`src/rtl/imem_loader_pkg.sv`:
```
// Shared types and widths for the instruction-memory boot loader.
package imem_loader_pkg;

   localparam int LEN_W  = 16;
   localparam int BYTE_W = 8;
   localparam int WORD_W = 32;

   typedef enum logic [2:0] {
      ST_IDLE   = 3'd0,
      ST_LEN_HI = 3'd1,
      ST_LEN_LO = 3'd2,
      ST_DATA   = 3'd3,
      ST_CHECK  = 3'd4,
      ST_DONE   = 3'd5,
      ST_ERR    = 3'd6
   } state_t;

   // States in which the loader consumes stream bytes.
   function automatic logic accepts_bytes(input state_t s);
      return (s == ST_LEN_HI) || (s == ST_LEN_LO) || (s == ST_DATA) || (s == ST_CHECK);
   endfunction

   // States from which a new load may be started.
   function automatic logic can_start(input state_t s);
      return (s == ST_IDLE) || (s == ST_DONE) || (s == ST_ERR);
   endfunction

endpackage

```
`src/rtl/imem_loader_word_assembler.sv`:
```
// Packs four stream bytes (MSB first) into one 32-bit word.
// word/word_ready are combinational so the owner can register the
// completed word on the same edge that accepts its fourth byte.
module imem_loader_word_assembler
   import imem_loader_pkg::*;
(
   input  logic              clk,
   input  logic              rst_n,
   input  logic              clear,
   input  logic              in_valid,
   input  logic [BYTE_W-1:0] in_byte,
   output logic [WORD_W-1:0] word,
   output logic              word_ready
);

   logic [WORD_W-BYTE_W-1:0] shreg;
   logic [1:0]               cnt;

   // Shift accepted bytes in and count position within the current word.
   always_ff @(posedge clk) begin
      if (!rst_n || clear) begin
         shreg <= '0;
         cnt   <= 2'd0;
      end else if (in_valid) begin
         shreg <= {shreg[WORD_W-2*BYTE_W-1:0], in_byte};
         cnt   <= cnt + 2'd1;
      end
   end

   // The fourth byte completes the word together with the three held bytes.
   always_comb begin
      word       = {shreg, in_byte};
      word_ready = in_valid && (cnt == 2'd3);
   end

endmodule

```
`src/rtl/imem_loader.sv`:
```
// Boot-time loader: parses a framed byte stream (length, payload words,
// XOR checksum), writes words to instruction memory and releases the core
// only after the checksum matches.
//
// Handshake: a byte moves on every posedge where byte_valid && byte_ready;
// byte_ready is registered from the next state, the source must hold
// byte_data while byte_valid is high and byte_ready is low.
module imem_loader
   import imem_loader_pkg::*;
#(
   parameter int DEPTH  = 32,
   parameter int ADDR_W = 5
) (
   input  logic              clk,
   input  logic              rst_n,
   input  logic              start,
   input  logic              byte_valid,
   input  logic [7:0]        byte_data,
   output logic              byte_ready,
   output logic              imem_we,
   output logic [ADDR_W-1:0] imem_addr,
   output logic [31:0]       imem_wdata,
   output logic              cpu_hold,
   output logic              done,
   output logic              error
);

   localparam logic [LEN_W-1:0] DEPTH_L = LEN_W'(DEPTH);

   state_t              state;
   state_t              next_state;
   logic [BYTE_W-1:0]   len_hi;
   logic [LEN_W-1:0]    len;
   logic [LEN_W-1:0]    len_full;
   logic [LEN_W-1:0]    word_cnt;
   logic [BYTE_W-1:0]   chk;
   logic                xfer;
   logic                data_xfer;
   logic                begin_load;
   logic                last_word;
   logic [WORD_W-1:0]   asm_word;
   logic                asm_ready;

   assign xfer       = byte_valid && byte_ready;
   assign data_xfer  = xfer && (state == ST_DATA);
   assign begin_load = start && can_start(state);
   assign len_full   = {len_hi, byte_data};
   assign last_word  = (word_cnt == (len - 16'd1));

   imem_loader_word_assembler u_asm (
      .clk        (clk),
      .rst_n      (rst_n),
      .clear      (begin_load),
      .in_valid   (data_xfer),
      .in_byte    (byte_data),
      .word       (asm_word),
      .word_ready (asm_ready)
   );

   // State register.
   always_ff @(posedge clk) begin
      if (!rst_n) state <= ST_IDLE;
      else        state <= next_state;
   end

   // Next-state decode; start is only honoured outside an active load.
   always_comb begin
      next_state = state;
      case (state)
         ST_IDLE:   if (start) next_state = ST_LEN_HI;
         ST_LEN_HI: if (xfer)  next_state = ST_LEN_LO;
         ST_LEN_LO: begin
            if (xfer) begin
               if (len_full > DEPTH_L)    next_state = ST_ERR;
               else if (len_full == '0)   next_state = ST_CHECK;
               else                       next_state = ST_DATA;
            end
         end
         ST_DATA:   if (data_xfer && asm_ready && last_word) next_state = ST_CHECK;
         ST_CHECK:  if (xfer) next_state = (byte_data == chk) ? ST_DONE : ST_ERR;
         ST_DONE:   if (start) next_state = ST_LEN_HI;
         ST_ERR:    if (start) next_state = ST_LEN_HI;
         default:   next_state = ST_IDLE;
      endcase
   end

   // Length capture, checksum, word counter and the one-cycle write strobe.
   always_ff @(posedge clk) begin
      if (!rst_n) begin
         len_hi     <= '0;
         len        <= '0;
         word_cnt   <= '0;
         chk        <= '0;
         imem_we    <= 1'b0;
         imem_addr  <= '0;
         imem_wdata <= '0;
      end else begin
         imem_we <= 1'b0;
         if (begin_load) begin
            word_cnt <= '0;
            chk      <= '0;
         end
         if (xfer && (state == ST_LEN_HI)) len_hi <= byte_data;
         if (xfer && (state == ST_LEN_LO)) len    <= len_full;
         if (data_xfer) chk <= chk ^ byte_data;
         if (data_xfer && asm_ready) begin
            imem_we    <= 1'b1;
            imem_wdata <= asm_word;
            imem_addr  <= word_cnt[ADDR_W-1:0];
            word_cnt   <= word_cnt + 16'd1;
         end
      end
   end

   // Status outputs are registered decodes of the state being entered.
   always_ff @(posedge clk) begin
      if (!rst_n) begin
         byte_ready <= 1'b0;
         done       <= 1'b0;
         error      <= 1'b0;
         cpu_hold   <= 1'b1;
      end else begin
         byte_ready <= accepts_bytes(next_state);
         done       <= (next_state == ST_DONE);
         error      <= (next_state == ST_ERR);
         cpu_hold   <= (next_state != ST_DONE);
      end
   end

endmodule

```
`config.mk`:
```
export PLATFORM = sky130hd
export DESIGN_NAME = imem_loader
export DESIGN_NICKNAME = d
export VERILOG_FILES = /design/src/rtl/imem_loader_pkg.sv /design/src/rtl/imem_loader_word_assembler.sv /design/src/rtl/imem_loader.sv
export SDC_FILE = /design/constraint.sdc
export NUM_CORES = 1
export LEC_CHECK = 0
export CAP_MARGIN = 20
export CORE_MARGIN = 2
export CORE_UTILIZATION = 51
export CTS_CLUSTER_SIZE = 20
export DETAILED_ROUTE_END_ITERATION = 10
export GPL_TIMING_DRIVEN = 0
export MAX_ROUTING_LAYER = met4
export PLACE_DENSITY = 0.75
export SYNTH_ARGS = -nofsm -noshare
export SYNTH_HDL_FRONTEND = slang
export SYNTH_HIERARCHICAL = 1
export SYNTH_SLANG_ARGS = --single-unit
```
`constraint.sdc`:
```
create_clock -name clk -period 2.98 [get_ports clk]
set_input_delay 0.298 -clock clk [delete_from_list [all_inputs] [get_ports clk]]
set_output_delay 0.298 -clock clk [all_outputs]
set_load 0.1 [all_outputs]
```
Yosys cells after proc, flatten, opt, wreduce, memory -nomap -nowiden
Index checks and enable logic that the tools add are counted.
{"block": "op_classes", "div_mod_pow": 0, "n_addsub": 3, "n_mux": 14, "n_reduce_logical": 20, "magnitude_cmp": 1, "bitwise_logic": 1, "n_mul": 0, "n_eq_ne": 16, "shifts": 0}
{"op": "$mux W16", "n": 2}
{"op": "$mux W3", "n": 7}
{"op": "$eq A3 B3 Y1 const B", "n": 6}
{"op": "$add A16 B1 Y16 const B", "n": 1}
{"op": "$eq A16 B16 Y1", "n": 1}
{"op": "$gt A16 B6 Y1 const B", "n": 1}
{"op": "$logic_not A16 Y1", "n": 1}
{"op": "$mux W8", "n": 2}
{"op": "$sub A16 B1 Y16 const B", "n": 1}
{"op": "$pmux W3 S5", "n": 1}
{"op": "$eq A3 B2 Y1 const B", "n": 4}
{"op": "$eq A8 B8 Y1", "n": 1}
{"op": "$logic_and A1 B1 Y1", "n": 8}
{"op": "$xor A8 B8 Y8", "n": 1}
{"op": "$eq A3 B1 Y1 const B", "n": 2}
{"op": "$logic_or A1 B1 Y1", "n": 6}
{"op": "$reduce_bool A2 Y1", "n": 2}
{"op": "$logic_not A3 Y1", "n": 1}
{"op": "$ne A3 B3 Y1 const B", "n": 1}
{"op": "$reduce_or A3 Y1", "n": 1}
{"op": "$add A2 B1 Y2 const B", "n": 1}
{"op": "$eq A2 B2 Y1 const B", "n": 1}
{"op": "$mux W2", "n": 1}
{"op": "$logic_not A1 Y1", "n": 1}
{"op": "$mux W1", "n": 1}
{"block": "word_totals", "inputBits": 12, "ramBits": 0, "ff_bits": 119, "latch_bits": 0, "elab_cells": 69, "rom_bits": 0, "n_memories": 0}

Longest topological paths before layout
Gate-level depths: netlist of run 1.
{"block": "depth", "word_depth": 11, "mapped_depth": 14}

Modules after synthesis
Netlist of run 1, hierarchy kept.
{"module": "imem_loader", "cells_per_inst": 580, "instances": 1, "area_per_inst_um2": 4476.8}
{"module": "imem_loader_word_assembler", "cells_per_inst": 95, "instances": 1, "area_per_inst_um2": 1047.3}

Worst setup path after synthesis of run 1
Ideal clock, no wire load.
{"block": "synth_timing", "path_type": "register to register", "start": "reg byte_ready", "end": "reg cpu_hold", "arrival_time_ps": 3357, "setup_time_ps": 114, "path_slack_ps": -491, "synth_period_minus_slack_ps": 3471, "n_path_buf": 2, "path_stages_with_launch": 11, "path_cell_list": "dfxtp_1 -> nand3_1 -> clkinv_1 -> buf_6 -> buf_12 -> and2_1 -> nand3_1 -> nor4_1 -> nand4b_1 -> or4_4 -> a21bo_1"}
{"block": "synth_via", "elab_chain_cells": 8}
{"item": "start, declared", "line": "imem_loader.sv:19", "text": "output logic byte_ready,"}
{"item": "start signal, assigned", "line": "imem_loader.sv:123", "text": "byte_ready <= accepts_bytes(next_state);"}
{"item": "$logic_and A1 B1 Y1", "line": "imem_loader.sv:44", "text": "assign xfer = byte_valid && byte_ready;"}
{"item": "$logic_and A1 B1 Y1", "line": "imem_loader.sv:45", "text": "assign data_xfer = xfer && (state == ST_DATA);"}
{"item": "named net data_xfer", "line": "imem_loader.sv:38", "text": "logic data_xfer;"}
{"item": "$logic_and A1 B1 Y1", "line": "imem_loader_word_assembler.sv:33", "text": "word_ready = in_valid && (cnt == 2'd3);"}
{"item": "named net asm_ready", "line": "imem_loader.sv:42", "text": "logic asm_ready;"}
{"item": "$logic_and A1 B1 Y1 (2 in series)", "line": "imem_loader.sv:79", "text": "ST_DATA: if (data_xfer && asm_ready && last_word) next_state = ST_CHECK;"}
{"item": "$mux W3", "line": "imem_loader.sv:79"}
{"item": "$pmux W3 S5", "line": "imem_loader.sv:69", "text": "case (state)"}
{"item": "$ne A3 B3 Y1", "line": "imem_loader.sv:126", "text": "cpu_hold <= (next_state != ST_DONE);"}
{"item": "end signal, assigned", "line": "imem_loader.sv:126"}
{"item": "end, declared", "line": "imem_loader.sv:23", "text": "output logic cpu_hold,"}
The timed path passes the listed nets, and every way through them passes these cells.
A chain may end at the register's enable or synchronous reset.

Worst setup path after layout of run 1
{"block": "layout_timing", "start": "reg state[1]", "end": "reg cpu_hold"}
{"block": "layout_via", "elab_chain_cells": 8}
{"item": "start, declared", "line": "imem_loader.sv:30", "text": "state_t state;"}
{"item": "start signal, assigned", "line": "imem_loader.sv:63", "text": "else state <= next_state;"}
{"item": "$eq A3 B2 Y1", "line": "imem_loader.sv:45"}
{"item": "$logic_and A1 B1 Y1", "line": "imem_loader.sv:45"}
{"item": "named net data_xfer", "line": "imem_loader.sv:38"}
{"item": "$logic_and A1 B1 Y1", "line": "imem_loader_word_assembler.sv:33"}
{"item": "named net asm_ready", "line": "imem_loader.sv:42"}
{"item": "$logic_and A1 B1 Y1 (2 in series)", "line": "imem_loader.sv:79"}
{"item": "$mux W3", "line": "imem_loader.sv:79"}
{"item": "$pmux W3 S5", "line": "imem_loader.sv:69"}
{"item": "$ne A3 B3 Y1", "line": "imem_loader.sv:126"}
The timed path passes the listed nets, and every way through them passes these cells.

==> impl_metrics.env, run 1 <==
export IMPL_dieArea_um2=11700
export IMPL_irDropWorstVdd_mv=0.293
export IMPL_die_w_um=108
export IMPL_initial_core_util_pct=53.0
export IMPL_nets=761
export IMPL_timing_hold_ws_ns=0.456
export IMPL_clk_latency_ns=0.51
export IMPL_path_class="reg -> reg"
export IMPL_cts_root_buf="clkbuf_8"
export IMPL_hold_viol_final=0
export IMPL_ys_ff_latch=119
export IMPL_clock_sinks=119
export IMPL_status="complete, no violations"
export IMPL_track_usage_pct=27.4
export IMPL_synth_nets=690
export IMPL_syn_avg_cell_area_um2=8.18
export IMPL_cts_buffers_inserted=17
export IMPL_critical_path_max_fanout=18
export IMPL_pwr_density_cell_nw_per_um2=578
export IMPL_cts_hold_buf=0
export IMPL_max_freq_mhz=346
export IMPL_grt_pass1_vias=4920
export IMPL_slowest_stage="or4_4"
export IMPL_antenna_found_initial=0
export IMPL_n_antenna_cell=0
export IMPL_post_synth_num_cell_types=66
export IMPL_syn_area_um2=5520
export IMPL_clkTransAtPathRegs_ns=0.06
export IMPL_htree_levels=4
export IMPL_period_share_pct=97.0
export IMPL_fillers=857
export IMPL_drt_wl_total_um=15100
export IMPL_area_delta_synth_final_pct=25.6
export IMPL_vias=5092
export IMPL_dr_pass1_iters=6
export IMPL_placed_area_um2=6240
export IMPL_cp_cell_sequence="clkbuf_2, inv_1, nor3_4, nand3_4, clkinv_8, buf_12, and2_4, nand3_4, nor4_2, nand4b_1, or4_4, a21bo_1"
export IMPL_rsz0062_at_grt="false"
export IMPL_grt_max_degree=19
export IMPL_dp_hpwl_um=10600
export IMPL_drc=0
export IMPL_detail_route_antenna_nets=0
export IMPL_slew_violations=0
export IMPL_tightestPinTransition_ns=1.03
export IMPL_globalRoute_totalOverflow=0
export IMPL_synthFlopType="dfxtp_1"
export IMPL_die_h_um=108
export IMPL_vias_per_cell=5.69
export IMPL_fp_coreArea_um2=10400
export IMPL_cp_required_ns=3.38
export IMPL_stdcell_area_um2=6940
export IMPL_synth_async_sr_flop_share_pct=0
export IMPL_seq_area_frac_synth_pct=43.1
export IMPL_cp_arrival_ns=3.29
export IMPL_hold_class="reg -> reg"
export IMPL_layout_drive_gt1_share_pct=10.7
export IMPL_worst_setup_path_start_kind="flip-flop"
export IMPL_cp_slowest_stage_delay_ns=0.54
export IMPL_grt_pass1_wl_um=24300
export IMPL_tns_ns=0
export IMPL_wl_per_cell_um=16.8
export IMPL_drt_iter0_drc=285
export IMPL_total_power_mw=4.01
export IMPL_io_pin_count=54
export IMPL_finish_utilization_pct=66.6
export IMPL_tritoncts="done"
export IMPL_cap_violations=0
export IMPL_gp_congestion=0.946
export IMPL_portBuffers=53
export IMPL_synth_edf_count=0
export IMPL_cp_end_kind="flip-flop"
export IMPL_path_delay_family="simple AND/OR/NAND/NOR gates"
export IMPL_yosysWarnings=6
export IMPL_slew_headroom_pct=30.6
export IMPL_setup_viol=0
export IMPL_cp_common_cell="nand3_4"
export IMPL_fin_crit_ns=2.89
export IMPL_clockBufferDepth=2
export IMPL_path_buf_inv=4
export IMPL_syn_instance_count=675
export IMPL_p_leak_nw=2.39
export IMPL_rows=37
export IMPL_clock_skew_ns=0.0107
## sequential cells by signal (all words and copies together) (netlist names), 2 cells and up
register	flops
len_hi	8
state	3
chk	8
len	16
u_asm/shreg	24
imem_wdata	32
imem_addr	5
u_asm/cnt	2
word_cnt	16
## cells in the mapped netlist (all sizes together), types with 2 or more instances
| master | instances | area, um2 |
|---|---|---|
| dfxtp | 119 | 2380 |
| o21ai | 21 | 105 |
| clkinv | 3 | 11.3 |
| or4 | 8 | 75.1 |
| nand3 | 18 | 90.1 |
| nor3b | 2 | 15.0 |
| inv | 9 | 33.8 |
| or2 | 3 | 18.8 |
| o2111ai | 2 | 17.5 |
| a31oi | 3 | 18.8 |
| and2 | 4 | 25.0 |
| nand2b | 5 | 38.8 |
| mux2i | 34 | 340 |
| nand4b | 2 | 17.5 |
| a21oi | 81 | 405 |
| nor2b | 2 | 12.5 |
| and3b | 2 | 18.8 |
| clkbuf | 31 | 116 |
| nand2 | 116 | 435 |
| o211ai | 2 | 20.0 |
| and3 | 7 | 43.8 |
| nor4 | 9 | 56.3 |
| nand4 | 9 | 62.6 |
| or3 | 6 | 37.5 |
| mux2 | 3 | 33.8 |
| a211oi | 2 | 15.0 |
| nor4b | 2 | 17.5 |
| nor2 | 77 | 292 |
| xor2 | 9 | 78.8 |
| o311ai | 2 | 17.5 |
| nand3b | 13 | 97.6 |
| xnor2 | 16 | 140 |
| ha | 3 | 37.5 |
| buf | 18 | 160 |
| nor3 | 13 | 65.1 |
## final timing paths
kind,slack [ns],from,depth (start not counted),end
worst max-delay path,0.09,state[1],12,cpu_hold
worst min-delay path,0.46,u_asm/shreg[20],2,imem_wdata[28]
worst max register to register,0.09,state[1],12,cpu_hold
worst min register to register,0.46,u_asm/shreg[20],2,imem_wdata[28]
## per-layer routing
layer  GRT usage (%)  wire (um)
met5               -          0
met4            10.4        366
met3            3.80        595
met2            46.1       7580
met1            33.3       6530
## cell type report
class                           count  area [um2]  area share (%)
Inverter                           12        62.6           0.901
Buffer                             46         272            3.91
Tap cell                          136         170            2.45
Clock inverter                     15         216            3.12
Clock buffer                       17         414            5.97
Sequential cell                   119        2380            34.3
Timing Repair Buffer               55         546            7.86
Multi-Input combinational cell    495        2880            41.4
## what timing repair did
item | in CTS | in global routing
gates cloned | 0 | 0
pin swaps | 4 | 1
resized for setup | 11 | 7
endpoints found under the setup margin | 56 | 22
hold endpoints to repair | 0 | 0
setup buffers | 2 | 0
## cell families after synthesis
logic type,after synthesis,share of synthesized area (%)
fa+ha+maj,3,0.680
mux,37,6.77
compound gates,129,13.4
xor+xnor,25,3.96
flops,119,43.1
buf+inv,61,5.82
simple gates,301,26.3
## worst register-to-register path: stages, from the launching register on
cell	delay, ns
dfxtp_1	0.30
clkbuf_2	0.20
inv_1	0.14
nor3_4	0.20
nand3_4	0.15
clkinv_8	0.14
buf_12	0.16
and2_4	0.17
nand3_4	0.11
nor4_2	0.26
nand4b_1	0.22
or4_4	0.54
a21bo_1	0.20
## placed cells by master (no fill, tap or decap), types with 6 or more instances in the layout
master           netlist  routed
nand3_1               18      16
dfxtp_1              119     118
clkbuf_1              31      25
a21oi_1               81      81
nor3_1                13      12
clkdlybuf4s50_1        0      53
xor2_1                 9       9
and3_1                 7       7
clkbuf_16              0      16
o21ai_0               20      20
nand3b_1              13      13
nor2_1                76      76
nand4_1                8       8
inv_1                  9       9
mux2i_1               34      34
buf_4                  9      11
or3_1                  6       6
xnor2_1               16      16
nor4_1                 9       7
nand2_1              116     116
## power by group
part | switching [mW] | internal (mW)
Combinational | 0.149 | 0.0751
Clock | 0.802 | 1.38
Sequential | 0.00779 | 1.60
Total | 0.959 | 3.05
## stage by stage
step,setup WS (ns),std cells
after floorplan,0.0282,675
after global placement,-0.590,864
after detailed placement,-0.583,864
after CTS,0.0855,896
after global routing,0.00812,895
final,0.0891,895
No activity file was read; power rests on OpenSTA's default activity.
==> run 2, diff against run 1 <==
--- a/config.mk
+++ b/config.mk
@@ -5,14 +5,15 @@
 export SDC_FILE = /design/constraint.sdc
 export NUM_CORES = 1
 export LEC_CHECK = 0
+export ABC_AREA = 1
 export CAP_MARGIN = 20
 export CORE_MARGIN = 2
-export CORE_UTILIZATION = 51
+export CORE_UTILIZATION = 52
 export CTS_CLUSTER_SIZE = 20
 export DETAILED_ROUTE_END_ITERATION = 10
 export GPL_TIMING_DRIVEN = 0
 export MAX_ROUTING_LAYER = met4
-export PLACE_DENSITY = 0.75
+export PLACE_DENSITY = 0.77
 export SYNTH_ARGS = -nofsm -noshare
 export SYNTH_HDL_FRONTEND = slang
 export SYNTH_HIERARCHICAL = 1
==> impl_metrics.env, run 2 <==
export IMPL_total_power_mw=4.41
export IMPL_worstSetupEndpoint="cpu_hold"
export IMPL_n_antenna_cell=0
export IMPL_setup_ws_ns=0.283
export IMPL_cp_common_cell="nand2_1"
export IMPL_critical_path_max_fanout=10
export IMPL_tns_ns=0
export IMPL_synth_nets=788
export IMPL_track_usage_pct=27.4
export IMPL_globalRoute_totalOverflow=0
export IMPL_drt_iter0_drc=416
export IMPL_top_register="imem_wdata"
export IMPL_io_pin_count=54
export IMPL_clock_power_share_pct=45.7
export IMPL_dieArea_um2=11500
export IMPL_hold_class="reg -> reg"
export IMPL_htree_levels=4
export IMPL_netlist_top_cells_area="dfxtp_1 43%, nand2_1 16%, a21oi_1 7.8%"
export IMPL_cp_arrival_ns=3.12
export IMPL_p_leak_nw=2.65
export IMPL_initial_core_util_pct=53.7
export IMPL_yosysMostFrequentCell="nand2_1"
export IMPL_post_place_ws_ns=-0.286
export IMPL_yosysTopAreaCell="dfxtp_1"
export IMPL_path_class="reg -> reg"
export IMPL_dp_hpwl_um=10500
export IMPL_clockBufferDepth=2
export IMPL_synthFlopType="dfxtp_1"
export IMPL_cts_setup_buffers=0
export IMPL_cp_cell_sequence="nand2_1, nor2_2, clkbuf_2, buf_6, buf_6, nand2_1, inv_1, nand2_2, nor2_1, nand2_1, nor2_1, nand2_1, nor2_1, nand2_1, nand2_2, nand2_2, nor3_4, inv_2"
export IMPL_clk_latency_ns=0.54
export IMPL_cts_hold_buf=0
export IMPL_syn_area_um2=5550
export IMPL_synth_common_cells="232 x nand2_1, 119 x dfxtp_1, 86 x a21oi_1"
export IMPL_pwr_density_cell_nw_per_um2=645
export IMPL_seq_area_frac_synth_pct=42.9
export IMPL_max_freq_mhz=371
export IMPL_rrSetupSlack_ns=0.28
export IMPL_cellInternalPower_mw=3.14
export IMPL_layout_common_cells="232 x nand2_1, 117 x dfxtp_1, 86 x a21oi_1"
export IMPL_p_switching_mw=1.27
export IMPL_ys_ff_latch=119
export IMPL_yosysWarnings=6
export IMPL_cap_violations=0
export IMPL_wl_per_cell_um=14.7
export IMPL_met3WireLength_um=1080
export IMPL_status="finished, violations left"
export IMPL_cp_required_ns=3.41
export IMPL_dr_pass1_iters=8
export IMPL_clock_sinks=119
export IMPL_slew_violations=0
export IMPL_combPwrFrac_pct=16.2
export IMPL_timing_hold_ws_ns=0.464
export IMPL_tightestPinTransition_ns=0.994
export IMPL_r2r_cells=18
export IMPL_detail_route_antenna_nets=0
export IMPL_clkTransAtPathRegs_ns=0.06
export IMPL_timing_rr_end="cpu_hold"
export IMPL_portBuffers=53
export IMPL_largest_reg_flops=32
export IMPL_vias_per_cell=5.27
export IMPL_grt_max_degree=17
export IMPL_fillers=880
export IMPL_layout_commonest_cell="nand2_1"
export IMPL_largestRegisters="imem_wdata: 32 flops, u_asm/shreg: 24 flops"
export IMPL_clock_skew_ns=0.0106
export IMPL_nets=860
export IMPL_dr_wl_met2_um=6730
export IMPL_irDropWorstVdd_mv=0.440
export IMPL_cp_end_kind="flip-flop"
export IMPL_setup_viol=0
export IMPL_slowest_stage="dfxtp_2"
export IMPL_synth_async_sr_flop_share_pct=0
export IMPL_failed_checks="design-rule violations"
export IMPL_worst_setup_path_start_kind="flip-flop"
export IMPL_drt_wl_total_um=14700
export IMPL_hold_viol_final=0
export IMPL_drc=1
export IMPL_cp_slowest_stage_delay_ns=0.32
export IMPL_antenna_found_initial=0
export IMPL_wl_met1_um=6350
export IMPL_worstSetupStartpoint="byte_ready"
export IMPL_slew_headroom_pct=33.5
export IMPL_syn_avg_cell_area_um2=7.18
export IMPL_die_h_um=107
export IMPL_cts_root_buf="clkbuf_8"
export IMPL_syn_instance_count=773
export IMPL_hold_depth=2
export IMPL_gp_congestion=0.959
export IMPL_die_w_um=107
export IMPL_fin_crit_ns=2.70
export IMPL_ctsResizeCount=0
export IMPL_tritoncts="done"
export IMPL_rows=37
export IMPL_r2r_start="byte_ready"
export IMPL_seqPwrFrac_pct=38.1
export IMPL_period_share_pct=90.5
export IMPL_grt_pass1_vias=4960
export IMPL_area_delta_synth_final_pct=23.2
export IMPL_layout_drive_gt1_share_pct=12.9
export IMPL_vias=5243
export IMPL_fp_coreArea_um2=10300
export IMPL_rsz0062_at_grt="false"
export IMPL_cts_buffers_inserted=17
export IMPL_dr_max_layer_used="met4"
export IMPL_yosys_area_top_type_share_pct=42.9
export IMPL_synth_edf_count=0
export IMPL_grt_pass1_wl_um=23800
export IMPL_post_synth_num_cell_types=37
export IMPL_sw_frac_of_total_pct=28.9
-- run 2: worst min-delay path by stage --
| stage | startpoint | end | slack [ns] |
|---|---|---|---|
| global placement | u_asm/shreg[21] | u_asm/shreg[21] | 0.45 |
| CTS | u_asm/shreg[22] | u_asm/shreg[22] | 0.46 |
| floorplan | u_asm/shreg[21] | u_asm/shreg[21] | 0.44 |
| global route | u_asm/shreg[20] | u_asm/shreg[20] | 0.48 |
| detailed placement | u_asm/shreg[22] | u_asm/shreg[22] | 0.46 |
| finish | u_asm/shreg[22] | u_asm/shreg[22] | 0.46 |
-- run 2: kinds of logic after synthesis --
logic type,after synthesis,synth area share (%)
compound gates,155,15.9
xor+xnor,21,3.56
fa+ha+maj,3,0.677
buf+inv,113,9.43
flops,119,42.9
simple gates,362,27.5
-- run 2: worst max-delay path: cells and delay by family, from the launching register on --
| family | cells | cell delay (ns) |
|---|---|---|
| buffers and inverters | 5 | 0.69 |
| DFF | 1 | 0.32 |
| and+or+nand+nor | 13 | 1.57 |
-- run 2: layout make-up --
type / count / area, um2 / area share [%]
clock inverters: 13 / 153 / 2.23
inverters: 75 / 289 / 4.23
multi-input cells: 541 / 2640 / 38.7
well taps: 136 / 170 / 2.49
plain buffers: 38 / 235 / 3.44
repair buffers: 53 / 531 / 7.76
clock buffers: 19 / 432 / 6.31
flip-flops and latches: 119 / 2380 / 34.9
-- run 2: through the flow --
stage | cells | instance area [um2] | utilization (%)
after global placement | 962 | 6250 | 60.5
final | 994 | 6840 | 66.2
after detailed placement | 962 | 6250 | 60.5
after global routing | 994 | 6840 | 66.2
after floorplan | 773 | 5550 | -
after CTS | 994 | 6830 | 66.2
-- run 2: per-layer routing --
metal / global-route usage, % / vias to the layer above
met5: - / -
met4: 13.3 / 0
met3: 6.36 / 46
met2: 42.2 / 189
met1: 33.9 / 2388
li1: - / 2620
-- run 2: power by group through the flow --
stage               Clock [mW]  Combinational, mW  Sequential, mW
finish                    2.02              0.714            1.68
global route              2.11              0.792            1.69
CTS                       2.04              0.701            1.68
detailed placement           0              0.693            1.71
global placement             0              0.670            1.71
floorplan                    0              0.485            1.75
==> run 3, diff against run 2 <==
--- a/config.mk
+++ b/config.mk
@@ -8,12 +8,13 @@
 export ABC_AREA = 1
 export CAP_MARGIN = 20
 export CORE_MARGIN = 2
-export CORE_UTILIZATION = 52
+export CORE_UTILIZATION = 43
 export CTS_CLUSTER_SIZE = 20
 export DETAILED_ROUTE_END_ITERATION = 10
 export GPL_TIMING_DRIVEN = 0
+export HOLD_SLACK_MARGIN = 0.02
 export MAX_ROUTING_LAYER = met4
-export PLACE_DENSITY = 0.77
+export PLACE_DENSITY = 0.65
 export SYNTH_ARGS = -nofsm -noshare
 export SYNTH_HDL_FRONTEND = slang
 export SYNTH_HIERARCHICAL = 1
==> impl_metrics.env, run 3 (synthesis gave the netlist of run 2 again) <==
export IMPL_dieArea_um2=13800
export IMPL_path_delay_family="simple AND/OR/NAND/NOR gates"
export IMPL_globalRoute_totalOverflow=0
export IMPL_cap_violations=0
export IMPL_die_h_um=118
export IMPL_period_share_pct=91.9
export IMPL_finish_utilization_pct=54.6
export IMPL_cp_cell_sequence="clkdlybuf4s50_1, nand2_1, nor2_2, clkbuf_2, buf_6, buf_6, nand2_1, inv_1, nand2_2, nor2_1, nand2_1, nor2_1, nand2_1, nor2_1, nand2_1, nand2_2, nand2_2, nor3_4, inv_2"
export IMPL_critical_path_max_fanout=10
export IMPL_portBuffers=53
export IMPL_dr_pass1_iters=5
export IMPL_drt_iter0_drc=392
export IMPL_fin_crit_ns=2.74
export IMPL_clock_skew_ns=0.0134
export IMPL_irDropWorstVdd_mv=0.376
export IMPL_min_from="u_asm/shreg[22]"
export IMPL_gp_congestion=0.917
export IMPL_cp_required_ns=3.28
export IMPL_grt_max_degree=17
export IMPL_worstSetupStartpoint="byte_valid"
export IMPL_rsz0062_at_grt="false"
export IMPL_layout_common_cells="232 x nand2_1, 118 x dfxtp_1, 86 x a21oi_1"
export IMPL_nets=860
export IMPL_drc=0
export IMPL_total_power_mw=4.45
export IMPL_dp_hpwl_um=10500
export IMPL_cp_arrival_ns=3.04
export IMPL_max_freq_mhz=365
export IMPL_initial_core_util_pct=44.0
export IMPL_cts_setup_buffers=0
export IMPL_htree_levels=4
export IMPL_largest_reg_flops=32
export IMPL_slew_headroom_pct=32.7
export IMPL_cts_hold_buf=0
export IMPL_pwr_density_cell_nw_per_um2=646
export IMPL_clockBufferDepth=2
export IMPL_rows=41
export IMPL_fp_coreArea_um2=12600
export IMPL_top_register="imem_wdata"
export IMPL_vias_per_cell=4.99
export IMPL_worst_setup_path_start_kind="input port"
export IMPL_status="complete, no violations"
export IMPL_hold_viol_final=0
export IMPL_detail_route_antenna_nets=0
export IMPL_ctsResizeCount=0
export IMPL_area_delta_synth_final_pct=24.3
export IMPL_slew_violations=0
export IMPL_vias=5130
export IMPL_cp_end_kind="flip-flop"
export IMPL_wl_per_cell_um=14.2
export IMPL_clock_sinks=119
export IMPL_layout_commonest_cell="nand2_1"
export IMPL_slowest_stage="clkdlybuf4s50_1"
export IMPL_layout_drive_gt1_share_pct=12.5
export IMPL_path_buf_inv=6
export IMPL_track_usage_pct=22.3
export IMPL_tightestPinTransition_ns=1.01
export IMPL_hold_class="reg -> reg"
export IMPL_grt_pass1_wl_um=23800
export IMPL_tritoncts="done"
export IMPL_n_antenna_cell=0
export IMPL_cts_buffers_inserted=17
export IMPL_tns_ns=0
export IMPL_grt_pass1_vias=4854
export IMPL_largestRegisters="imem_wdata: 32 flops, u_asm/shreg: 24 flops"
export IMPL_r2r_start="byte_ready"
export IMPL_path_class="in -> reg"
export IMPL_cp_common_cell="nand2_1"
export IMPL_drt_wl_total_um=14600
export IMPL_cts_root_buf="clkbuf_16"
export IMPL_antenna_found_initial=0
export IMPL_clk_latency_ns=0.42
export IMPL_io_pin_count=54
export IMPL_cp_slowest_stage_delay_ns=0.46
export IMPL_die_w_um=118
export IMPL_clkTransAtPathRegs_ns=0.05
export IMPL_p_leak_nw=2.66
export IMPL_setup_viol=0
-- run 3: cell types whose count changed in the layout (fill, tap and decap cells not counted) --
cell        previous run  this run
inv_6                  1         0
clkbuf_1              22        24
dfxtp_2                2         1
dfxtp_1              117       118
clkbuf_16             16        17
clkbuf_8               2         3
clkinvlp_4             2         1
clkinv_2               6         3
-- run 3: through the flow --
stage / cell area [um2] / hold WS [ns] / setup slack [ns] / instances
CTS: 6890 / 0.462 / 0.0985 / 1029
floorplan: 5550 / 0.439 / 0.196 / 773
global placement: 6290 / 0.450 / -0.275 / 998
global route: 6900 / 0.479 / 0.0203 / 1029
finish: 6900 / 0.459 / 0.241 / 1029
detailed placement: 6290 / 0.452 / -0.311 / 998
-- run 3: layout make-up --
class | count | area, um2
repair buffers | 53 | 531
plain buffers | 38 | 235
well taps | 172 | 215
fillers | 1222 | 5720
flip-flops and latches | 119 | 2380
multi-input cells | 541 | 2640
clock inverters | 8 | 121
inverters | 75 | 289
clock buffers | 23 | 478
-- run 3: report_power, final --
group	internal [mW]	total, mW	leakage, nW	switching, mW
Sequential	1.64	1.68	0.959	0.0399
Clock	1.37	2.07	0.293	0.695
Combinational	0.211	0.706	1.41	0.494
Total	3.22	4.45	2.66	1.23
-- run 3: worst min-delay path: cells and delay by family (launching register included) --
family	cells	cell delay [ns]
flops	1	0.31
simple gates	1	0.07
compound gates	1	0.04
-- run 3: path summary, 6_finish.rpt --
| kind | cells after the start | end | slack [ns] |
|---|---|---|---|
| max | 19 | cpu_hold | 0.24 |
| min | 2 | u_asm/shreg[22] | 0.46 |
| max reg2reg | 18 | cpu_hold | 0.28 |
| min reg2reg | 2 | u_asm/shreg[22] | 0.46 |
-- run 3: per-layer routing --
| metal | global-route usage, % | routed length, um | vias to the layer above | share of wire [%] |
|---|---|---|---|---|
| li1 | - | - | 2608 | - |
| met1 | 27.9 | 6720 | 2331 | 46 |
| met2 | 34.8 | 6770 | 168 | 46 |
| met3 | 5.57 | 836 | 23 | 5.7 |
| met4 | 8.66 | 277 | 0 | 1.9 |
| met5 | - | 0 | - | 0 |
